### src/rtl/uart_periph_if.sv
// CPU data-bus view of the UART peripheral: address/strobes/store data in,
// combinational read data and register-select out.
interface uart_periph_if;
    logic [31:0] addr;
    logic [31:0] wdata;
    logic        MemRead;
    logic        MemWrite;
    logic [31:0] rdata;
    logic        sel;

    modport master (
        output addr, wdata, MemRead, MemWrite,
        input  rdata, sel
    );

    modport slave (
        input  addr, wdata, MemRead, MemWrite,
        output rdata, sel
    );
endinterface

### src/rtl/uart_periph.sv
// Memory-mapped 8N1 UART: TXD at BASE, RXD at BASE+4, CON/status at BASE+8.
// Define UART_PERIPH_IRQ_EN to add the irq output and CON[7:6] interrupt masks.
module uart_periph #(
    parameter int unsigned CLKS_PER_BIT = 5208,
    parameter logic [31:0] BASE_ADDR    = 32'h4000_0018
) (
    input  logic         clk,
    input  logic         reset,
    uart_periph_if.slave bus,
    input  logic         uart_rx,
    output logic         uart_tx
`ifdef UART_PERIPH_IRQ_EN
    ,
    output logic         irq
`endif
);

    localparam int unsigned CW = $clog2(CLKS_PER_BIT);
    typedef logic [CW-1:0] cnt_t;
    localparam cnt_t BIT_LAST  = cnt_t'(CLKS_PER_BIT - 1);
    localparam cnt_t HALF_LAST = cnt_t'(CLKS_PER_BIT / 2 - 1);

    localparam logic [29:0] TXD_W = BASE_ADDR[31:2];
    localparam logic [29:0] RXD_W = TXD_W + 30'd1;
    localparam logic [29:0] CON_W = TXD_W + 30'd2;

    typedef enum logic [1:0] {
        S_IDLE,
        S_START,
        S_DATA,
        S_STOP
    } uart_state_e;

    // register decode
    logic sel_txd, sel_rxd, sel_con;
    logic con_we, txd_we;

    assign sel_txd = (bus.addr[31:2] == TXD_W);
    assign sel_rxd = (bus.addr[31:2] == RXD_W);
    assign sel_con = (bus.addr[31:2] == CON_W);
    assign bus.sel = sel_txd | sel_rxd | sel_con;

    // control / status state
    logic       tx_en, rx_en;
    logic       tx_done, rx_done, overrun;
    logic [7:0] tx_byte;
    logic [7:0] rxd;
    logic       tx_busy;
    logic [1:0] con_hi;

    // transmitter
    uart_state_e tx_state, tx_state_n;
    cnt_t        tx_cnt, tx_cnt_n;
    logic [2:0]  tx_bit, tx_bit_n;
    logic        tx_end;

    // receiver
    uart_state_e rx_state, rx_state_n;
    cnt_t        rx_cnt, rx_cnt_n;
    logic [2:0]  rx_bit, rx_bit_n;
    logic [7:0]  rx_shreg, rx_shreg_n;
    logic        rx_store;
    logic        rx_s1, rx_s2, rx_prev;

    assign tx_busy = (tx_state != S_IDLE);
    assign con_we  = bus.MemWrite & sel_con;
    assign txd_we  = bus.MemWrite & sel_txd & tx_en & ~tx_busy;

    always_ff @(posedge clk or negedge reset) begin
        if (!reset) begin
            tx_state <= S_IDLE;
            tx_cnt   <= '0;
            tx_bit   <= '0;
        end else begin
            tx_state <= tx_state_n;
            tx_cnt   <= tx_cnt_n;
            tx_bit   <= tx_bit_n;
        end
    end

    always_comb begin
        tx_state_n = tx_state;
        tx_cnt_n   = tx_cnt;
        tx_bit_n   = tx_bit;
        tx_end     = 1'b0;
        case (tx_state)
            S_IDLE: begin
                tx_cnt_n = '0;
                if (txd_we) tx_state_n = S_START;
            end
            S_START: begin
                if (tx_cnt == BIT_LAST) begin
                    tx_cnt_n   = '0;
                    tx_bit_n   = '0;
                    tx_state_n = S_DATA;
                end else begin
                    tx_cnt_n = tx_cnt + cnt_t'(1);
                end
            end
            S_DATA: begin
                if (tx_cnt == BIT_LAST) begin
                    tx_cnt_n = '0;
                    if (tx_bit == 3'd7) tx_state_n = S_STOP;
                    else                tx_bit_n   = tx_bit + 3'd1;
                end else begin
                    tx_cnt_n = tx_cnt + cnt_t'(1);
                end
            end
            S_STOP: begin
                if (tx_cnt == BIT_LAST) begin
                    tx_cnt_n   = '0;
                    tx_state_n = S_IDLE;
                    tx_end     = 1'b1;
                end else begin
                    tx_cnt_n = tx_cnt + cnt_t'(1);
                end
            end
            default: tx_state_n = S_IDLE;
        endcase
    end

    // Line level follows the state register, so an async reset forces idle-high at once.
    always_comb begin
        case (tx_state)
            S_START: uart_tx = 1'b0;
            S_DATA:  uart_tx = tx_byte[tx_bit];
            default: uart_tx = 1'b1;
        endcase
    end

    // 2-flop synchronizer plus one history flop for falling-edge detection
    always_ff @(posedge clk or negedge reset) begin
        if (!reset) begin
            rx_s1   <= 1'b1;
            rx_s2   <= 1'b1;
            rx_prev <= 1'b1;
        end else begin
            rx_s1   <= uart_rx;
            rx_s2   <= rx_s1;
            rx_prev <= rx_s2;
        end
    end

    always_ff @(posedge clk or negedge reset) begin
        if (!reset) begin
            rx_state <= S_IDLE;
            rx_cnt   <= '0;
            rx_bit   <= '0;
            rx_shreg <= '0;
        end else begin
            rx_state <= rx_state_n;
            rx_cnt   <= rx_cnt_n;
            rx_bit   <= rx_bit_n;
            rx_shreg <= rx_shreg_n;
        end
    end

    always_comb begin
        rx_state_n = rx_state;
        rx_cnt_n   = rx_cnt;
        rx_bit_n   = rx_bit;
        rx_shreg_n = rx_shreg;
        rx_store   = 1'b0;
        if (!rx_en) begin
            rx_state_n = S_IDLE;
            rx_cnt_n   = '0;
            rx_bit_n   = '0;
        end else begin
            case (rx_state)
                S_IDLE: begin
                    rx_cnt_n = '0;
                    if (rx_prev & ~rx_s2) rx_state_n = S_START;
                end
                S_START: begin
                    if (rx_cnt == HALF_LAST) begin
                        rx_cnt_n = '0;
                        rx_bit_n = '0;
                        rx_state_n = rx_s2 ? S_IDLE : S_DATA;
                    end else begin
                        rx_cnt_n = rx_cnt + cnt_t'(1);
                    end
                end
                S_DATA: begin
                    if (rx_cnt == BIT_LAST) begin
                        rx_cnt_n   = '0;
                        rx_shreg_n = {rx_s2, rx_shreg[7:1]};
                        if (rx_bit == 3'd7) rx_state_n = S_STOP;
                        else                rx_bit_n   = rx_bit + 3'd1;
                    end else begin
                        rx_cnt_n = rx_cnt + cnt_t'(1);
                    end
                end
                S_STOP: begin
                    // A low stop bit drops the byte; IDLE needs a fresh 1->0 edge,
                    // so the line must return high before the next frame arms.
                    if (rx_cnt == BIT_LAST) begin
                        rx_cnt_n   = '0;
                        rx_state_n = S_IDLE;
                        rx_store   = rx_s2;
                    end else begin
                        rx_cnt_n = rx_cnt + cnt_t'(1);
                    end
                end
                default: rx_state_n = S_IDLE;
            endcase
        end
    end

    // Flag updates: a CON write clears, but a same-cycle set event wins.
    always_ff @(posedge clk or negedge reset) begin
        if (!reset) begin
            tx_en   <= 1'b0;
            rx_en   <= 1'b0;
            tx_done <= 1'b0;
            rx_done <= 1'b0;
            overrun <= 1'b0;
            tx_byte <= '0;
            rxd     <= '0;
        end else begin
            if (con_we) begin
                tx_en <= bus.wdata[0];
                rx_en <= bus.wdata[1];
            end
            tx_done <= tx_end | (tx_done & ~con_we);
            rx_done <= rx_store | (rx_done & ~con_we);
            overrun <= (rx_store & rx_done) | (overrun & ~con_we);
            if (txd_we)   tx_byte <= bus.wdata[7:0];
            if (rx_store) rxd     <= rx_shreg;
        end
    end

`ifdef UART_PERIPH_IRQ_EN
    logic rx_ie, tx_ie;

    always_ff @(posedge clk or negedge reset) begin
        if (!reset) begin
            rx_ie <= 1'b0;
            tx_ie <= 1'b0;
            irq   <= 1'b0;
        end else begin
            if (con_we) begin
                rx_ie <= bus.wdata[7];
                tx_ie <= bus.wdata[6];
            end
            irq <= (rx_done & rx_en & rx_ie) | (tx_done & tx_en & tx_ie);
        end
    end

    assign con_hi = {rx_ie, tx_ie};

    logic unused_bits;
    assign unused_bits = ^{bus.wdata[31:8], bus.addr[1:0]};
`else
    assign con_hi = 2'b00;

    logic unused_bits;
    assign unused_bits = ^{bus.wdata[31:8], bus.wdata[5:2], bus.addr[1:0]};
`endif

    always_comb begin
        bus.rdata = '0;
        if (bus.MemRead) begin
            if (sel_txd)
                bus.rdata = {24'b0, tx_byte};
            else if (sel_rxd)
                bus.rdata = {24'b0, rxd};
            else if (sel_con)
                bus.rdata = {24'b0, con_hi, overrun, tx_busy, rx_done, tx_done, rx_en, tx_en};
        end
    end

endmodule
### src/flat_wrapper.sv
// flat-port wrapper written by rule: the top's interface ports become plain ports
module uart_periph_flat 
#(
    parameter int unsigned CLKS_PER_BIT = 5208,
    parameter logic [31:0] BASE_ADDR    = 32'h4000_0018
)
  (clk, reset, uart_rx, uart_tx, bus_addr, bus_wdata, bus_MemRead, bus_MemWrite, bus_rdata, bus_sel);
  uart_periph_if bus_i ();
  input  logic clk;
  input  logic reset;
  input  logic uart_rx;
  output logic uart_tx;
  input wire logic [$bits(bus_i.addr)-1:0] bus_addr;
  input wire logic [$bits(bus_i.wdata)-1:0] bus_wdata;
  input wire logic [$bits(bus_i.MemRead)-1:0] bus_MemRead;
  input wire logic [$bits(bus_i.MemWrite)-1:0] bus_MemWrite;
  output wire logic [$bits(bus_i.rdata)-1:0] bus_rdata;
  output wire logic [$bits(bus_i.sel)-1:0] bus_sel;
  assign bus_i.addr = bus_addr;
  assign bus_i.wdata = bus_wdata;
  assign bus_i.MemRead = bus_MemRead;
  assign bus_i.MemWrite = bus_MemWrite;
  assign bus_rdata = bus_i.rdata;
  assign bus_sel = bus_i.sel;
  uart_periph #(.CLKS_PER_BIT(CLKS_PER_BIT), .BASE_ADDR(BASE_ADDR)) u_core (.clk(clk), .reset(reset), .bus(bus_i), .uart_rx(uart_rx), .uart_tx(uart_tx));
endmodule
### config.mk
export PLATFORM = sky130hd
export DESIGN_NAME = uart_periph_flat
export DESIGN_NICKNAME = d
export VERILOG_FILES = /design/src/rtl/uart_periph_if.sv /design/src/rtl/uart_periph.sv /design/src/flat_wrapper.sv
export SDC_FILE = /design/constraint.sdc
export NUM_CORES = 1
export LEC_CHECK = 0
export CAP_MARGIN = 20
export CORE_ASPECT_RATIO = 1.1
export CORE_MARGIN = 2
export CORE_UTILIZATION = 35
export CTS_BUF_LIST = sky130_fd_sc_hd__clkbuf_4 sky130_fd_sc_hd__clkbuf_8
export DETAILED_ROUTE_END_ITERATION = 10
export PLACE_DENSITY = 0.59
export SLEW_MARGIN = 15
export SYNTH_ARGS = -nofsm -noshare
export SYNTH_HDL_FRONTEND = slang
export SYNTH_SLANG_ARGS = --single-unit
### constraint.sdc
create_clock -name clk -period 2.6 [get_ports clk]
set_input_delay 0.52 -clock clk [delete_from_list [all_inputs] [get_ports clk]]
set_output_delay 0.52 -clock clk [all_outputs]
set_load 0.005 [all_outputs]
# Word-level counts from Yosys, hierarchy flattened
# Cells that the tools add are included.
# word_totals
register_bits,68
input_bits,69
out_inout_bits,34
wordCells,118
# classes
n_addsub,4
n_lt_le_gt_ge,1
eq_ne,27
mux,41
bitwise,17
reduce_logical,11
# op_table
cell,n
$mux W32,3
$eq A30 B29 Y1 const B,3
$mux W13,4
$pmux W13 S3,1
$add A13 B1 Y13 const B,2
$eq A13 B13 Y1 const B,2
$pmux W13 S2,1
$mux W2,12
$mux W3,7
$ne A3 B3 Y1 const B,7
$pmux W2 S4,2
$eq A13 B12 Y1 const B,1
$pmux W3 S2,2
$ne A2 B1 Y1 const B,5
$reduce_and A5 Y1,2
$and A1 B1 Y1,9
$eq A2 B2 Y1 const B,4
$reduce_and A4 Y1,2
$add A3 B1 Y3 const B,2
$eq A3 B3 Y1 const B,2
$mux W1,6
$mux W6,1
$or A1 B1 Y1,5
$eq A2 B1 Y1 const B,2
10 further kinds,14

# Logic depth before layout (Yosys ltp)
# depth
depth_word,6
mapped_depth,7

# Least setup slack after synthesis
# No wires, ideal clock.
# synth_path
path_type,input to output
start,input bus_addr[25]
end,output bus_rdata[0]
t_arrival_ns,2.039
setup_slack_ns,0.041
path_stages,6
n_path_buf,1
path_cell_list,nor4_1 > nand4_1 > or4_1 > clkbuf_1 > o2bb2ai_1 > and2_1
# synth_via
elab_chain_cells,5
word_cells_on_any_way,7
classes_between,3 x eq/ne; 4 x mux
# synth_rtl
item,line_no,source
"start, declared",flat_wrapper.sv:13,input wire logic [$bits(bus_i.addr)-1:0] bus_addr;
$eq A30 B29 Y1,uart_periph.sv:40,assign sel_con = (bus.addr[31:2] == CON_W);
$mux W6,uart_periph.sv:267,else if (sel_con)
$mux W32,uart_periph.sv:265,else if (sel_rxd)
$mux W32 *,uart_periph.sv:263,if (sel_txd)
$mux W32 *,uart_periph.sv:262,if (bus.MemRead) begin
"end, declared",flat_wrapper.sv:17,output wire logic [$bits(bus_i.rdata)-1:0] bus_rdata;
# Mark *: on every way between the ends. The rest lies on a longest branch, timed or not.

# Worst setup path in the final report
# layout_path
start,input bus_addr[13]
end,output bus_rdata[3]
# The elaborated chain is that of the path after synthesis.

==> metrics.md <==
| Metric | Value |
|---|---|
| Met3 WL | ~270 um |
| Max-Cap Viols | 0 |
| Top layer in use | met4 |
| Met2 Wirelength | 3.82 mm |
| Die Area | 11700 um^2 |
| Final hold violations | 0 |
| Pwr dens | about 450 nW/um^2 |
| Synth warn | 0 |
| Post-synth EDFFs | 0 |
| Iteration-0 DRC Markers | between 100 and 150 |
| Crit Path Max Fanout | 3 |
| Post-synthesis sequential area ratio | 0.448 |
| Final WS setup | -0.198 ns |
| Kind of critical path | primary input to primary output |
| Seq. cell area | 1710 um^2 |
| Pwr Total | 0.00214 W |
| Clock latency on the worst-skew pair | between 0.3 and 0.4 ns |
| Cell Area, Placed | between 4000 and 5000 um^2 |
| WP buf/inv | 6 |
| Non-filler cells, final | 566 |
| WL/cell | around 14 um |
| RSZ-0062 raised after global routing | true |
| Die Width | 103 um |
| Cell family with most CP delay | simple AND/OR/NAND/NOR gates |
| Worst path cell trace | buf_6, or4_4, buf_6, nor4_4, buf_4, buf_6, buf_6, o2bb2ai_2, and2_1, buf_2 |
| Fin nets | 503 |
| Setup Skew | 0.00528 ns |
| Setup TNS | -1.08 ns |
| H-tree depth | 3 |
| Via count | 2699 |
| Residual DRC | 0 |
| Hold Path Class | primary input to asynchronous set/reset pin |
| Critical-path top delay cell | or4_4 |
| Most used cell, CP | buf_6 |
| Dominant cells by area after synthesis | dfrtp_1 43%, mux2_2 8.3%, ha_1 5.3%, buf_4 5.1%, nor2_1 3.9% |
| Post-Syn Area | 3800 um^2 |
| WL met1 | 3.60 mm |
| Final setup viols | 8 |
| Ys flop type | dfrtp_1 |
| Root buf cell | clkbuf_8 |
| P&R area growth vs syn | 25.6% |
| GRT Total Usage | 0.142 |
| # IOs | 103 |
| Largest net degree at the start of global routing | 35 |
| Worst-case vdd ir drop | between 0.0003 and 0.0004 V |
| Placed Cells | approximately 540 |
| CORE AREA | 10500 um^2 |
| Critical path capture point type | primary output |
| WP data arrival | between 2 and 2.5 ns |
| Max Clock Freq | 0.357 GHz |
| CTS tree | built |
| TritonCTS Buffers | 9 |
| FILL cells | 998 |
| Post-synthesis sequential element count | 68 |
| Area occupied by multi-input gates | 2010 um^2 |
| GP Congestion | 0.829 |
| Initial Utilization | 0.363 |
| Top cell type's share of synthesized area | 0.427 |
| Minimum clock period | about 2.8 ns |
| TritonCTS Sinks | 68 |
| Area leader, netlist | dfrtp_1 |
| Post-Synthesis Cells | 340 |
| Result of the run | finished, violations left |
| Drt first pass iters | 4 |
| Initial antenna violation count | 0 |
| Global-route wire length before repair | 13.0 mm |
| Fin. max-slew vios | 0 |
| Die height | around 110 um |
| HPWL Detailed | 5.68 mm |
| Final ANT Viol Nets | 0 |
| Clock tree buffer depth | 2 |
| Leakage power | 2.14 nW |
| Fraction of layout cells with a size suffix above 1 | 0.288 |
| Period utilization | 1.08 |
| Vias/cell | 4.77 |
| Number of diodes | 0 |
| Startpoint class of the critical path | primary input |
| CP max stage delay | 0.55 ns |
| Synthesized area per cell | 11.2 um^2 |
| Failing checks | negative setup slack |
| GR Overflow Total | 0 |
| Routed Wire Length | 7.85 mm |
| Distinct cell type count after synthesis | 54 |
| CP required | 2.08 ns |
| PortBufs | 52 |
| Clock-pin slew on the worst setup and hold paths | 0.07 ns |
| CTS hold repair buffers | 0 |
| Finished Cell Area | 4780 um^2 |
| Async set-reset flop share out of synthesis | 1.00 |
| Row count | 39 |
| Vias in the first global route | 2645 |
==> report_power, final <==
group | switching, W | internal (W) | leakage, nW
sequential | 0.00000155 | 0.00106 | 0.939
clock | 0.000426 | 0.000546 | 0.114
combinational | 0.0000500 | 0.0000513 | 1.09
total | 0.000478 | 0.00166 | 2.14
==> final timing paths <==
kind | start | endpoint | slack [ns] | cells past startpoint
worst max-delay path | bus_addr[13] | bus_rdata[3] | -0.20 | 10
worst min-delay path | reset | u_core.rx_cnt[1] | 0.21 | 2
worst max register to register | u_core.rx_cnt[9] | u_core.rx_shreg[4] | 0.24 | 4
worst min register to register | u_core.rx_s1 | u_core.rx_s2 | 0.36 | 0
max in group asynchronous | reset | u_core.rx_prev | 2.05 | 2
min in group clk | u_core.rx_s1 | u_core.rx_s2 | 0.36 | 0
==> per-layer routing <==
metal,up-vias,global-route usage
met3,12,0.0284
met5,-,0
li1,1317,-
met1,1307,0.189
met4,0,0.0553
met2,63,0.225
==> layout make-up <==
cell class | count | area share
clock buffers | 9 | 0.0259
clock inverters | 7 | 0.0210
inverters | 10 | 0.00786
multi-input cells | 254 | 0.421
flip-flops and latches | 68 | 0.357
well taps | 143 | 0.0375
repair buffers | 75 | 0.130
==> cell usage after synthesis, types with 6 or more instances <==
cell and count:
nand2_1 16, nor2_1 40, inv_1 10, xor2_1 9
ha_1 16, dfrtp_1 65, mux2i_1 12, mux2_2 28
buf_4 26, and2_1 6, a22o_1 7, nand3_1 10
xnor2_1 12
==> metrics by stage <==
step / utilization / hold slack (ns) / setup slack (ns)
finish: 0.455 / 0.209 / -0.198
global route: 0.455 / 0.235 / -0.278
CTS: 0.451 / 0.214 / -0.176
detailed placement: 0.425 / 0.348 / -0.832
global placement: 0.425 / 0.345 / -0.796
floorplan: - / 0.224 / 0.0407
==> timing repair <==
item,in CTS,in global routing
pin swaps,14,7
setup buffers,10,1
gates cloned,1,0
gates resized for setup,115,13
endpoints found under the setup margin,10,10
==> cells in the final DEF (no fill, tap or decap), types with 3 or more instances in the layout <==
| cell type | count |
|---|---|
| nand4bb_1 | 3 |
| a22o_1 | 7 |
| clkbuf_8 | 9 |
| buf_2 | 19 |
| nand4_1 | 5 |
| o21ai_0 | 3 |
| nand3_1 | 10 |
| nand2b_1 | 4 |
| or4_4 | 3 |
| dfrtp_1 | 64 |
| xnor2_1 | 12 |
| nor3_1 | 5 |
| or3_1 | 3 |
| mux2_2 | 28 |
| o2bb2ai_1 | 4 |
| nor4_2 | 4 |
| nor2_1 | 39 |
| buf_4 | 14 |
| clkinv_4 | 3 |
| xor2_1 | 9 |
| mux2i_1 | 12 |
| nand2_1 | 16 |
| inv_1 | 10 |
| buf_6 | 11 |
| dfstp_2 | 3 |
| and2_1 | 6 |
| clkdlybuf4s15_1 | 8 |
| nor3b_2 | 3 |
| clkdlybuf4s50_1 | 11 |
| dlygate4sd2_1 | 10 |
| conb_1 | 24 |
| ha_1 | 15 |
| nor4_4 | 3 |
==> cell families after synthesis <==
family | share of synthesized area
mux | 0.126
fa+ha+maj | 0.0526
xor+xnor | 0.0483
other cells | 0.000986
simple gates | 0.190
compound gates | 0.0654
flops | 0.448
buf+inv | 0.0677
==> flip-flops by register name, summed over array words and instances, names as in the netlist <==
| name | flops |
|---|---|
| u_core.tx_done | 1 |
| u_core.rx_cnt | 13 |
| u_core.rx_prev | 1 |
| u_core.tx_byte | 8 |
| u_core.tx_state | 2 |
| u_core.rx_en | 1 |
| u_core.rx_state | 2 |
| u_core.rxd | 8 |
| u_core.overrun | 1 |
| u_core.rx_done | 1 |
| u_core.rx_s1 | 1 |
| u_core.rx_shreg | 8 |
| u_core.rx_s2 | 1 |
| u_core.tx_en | 1 |
| u_core.rx_bit | 3 |
| u_core.tx_bit | 3 |
| u_core.tx_cnt | 13 |
Note: power is estimated with default switching activity, not from simulation.
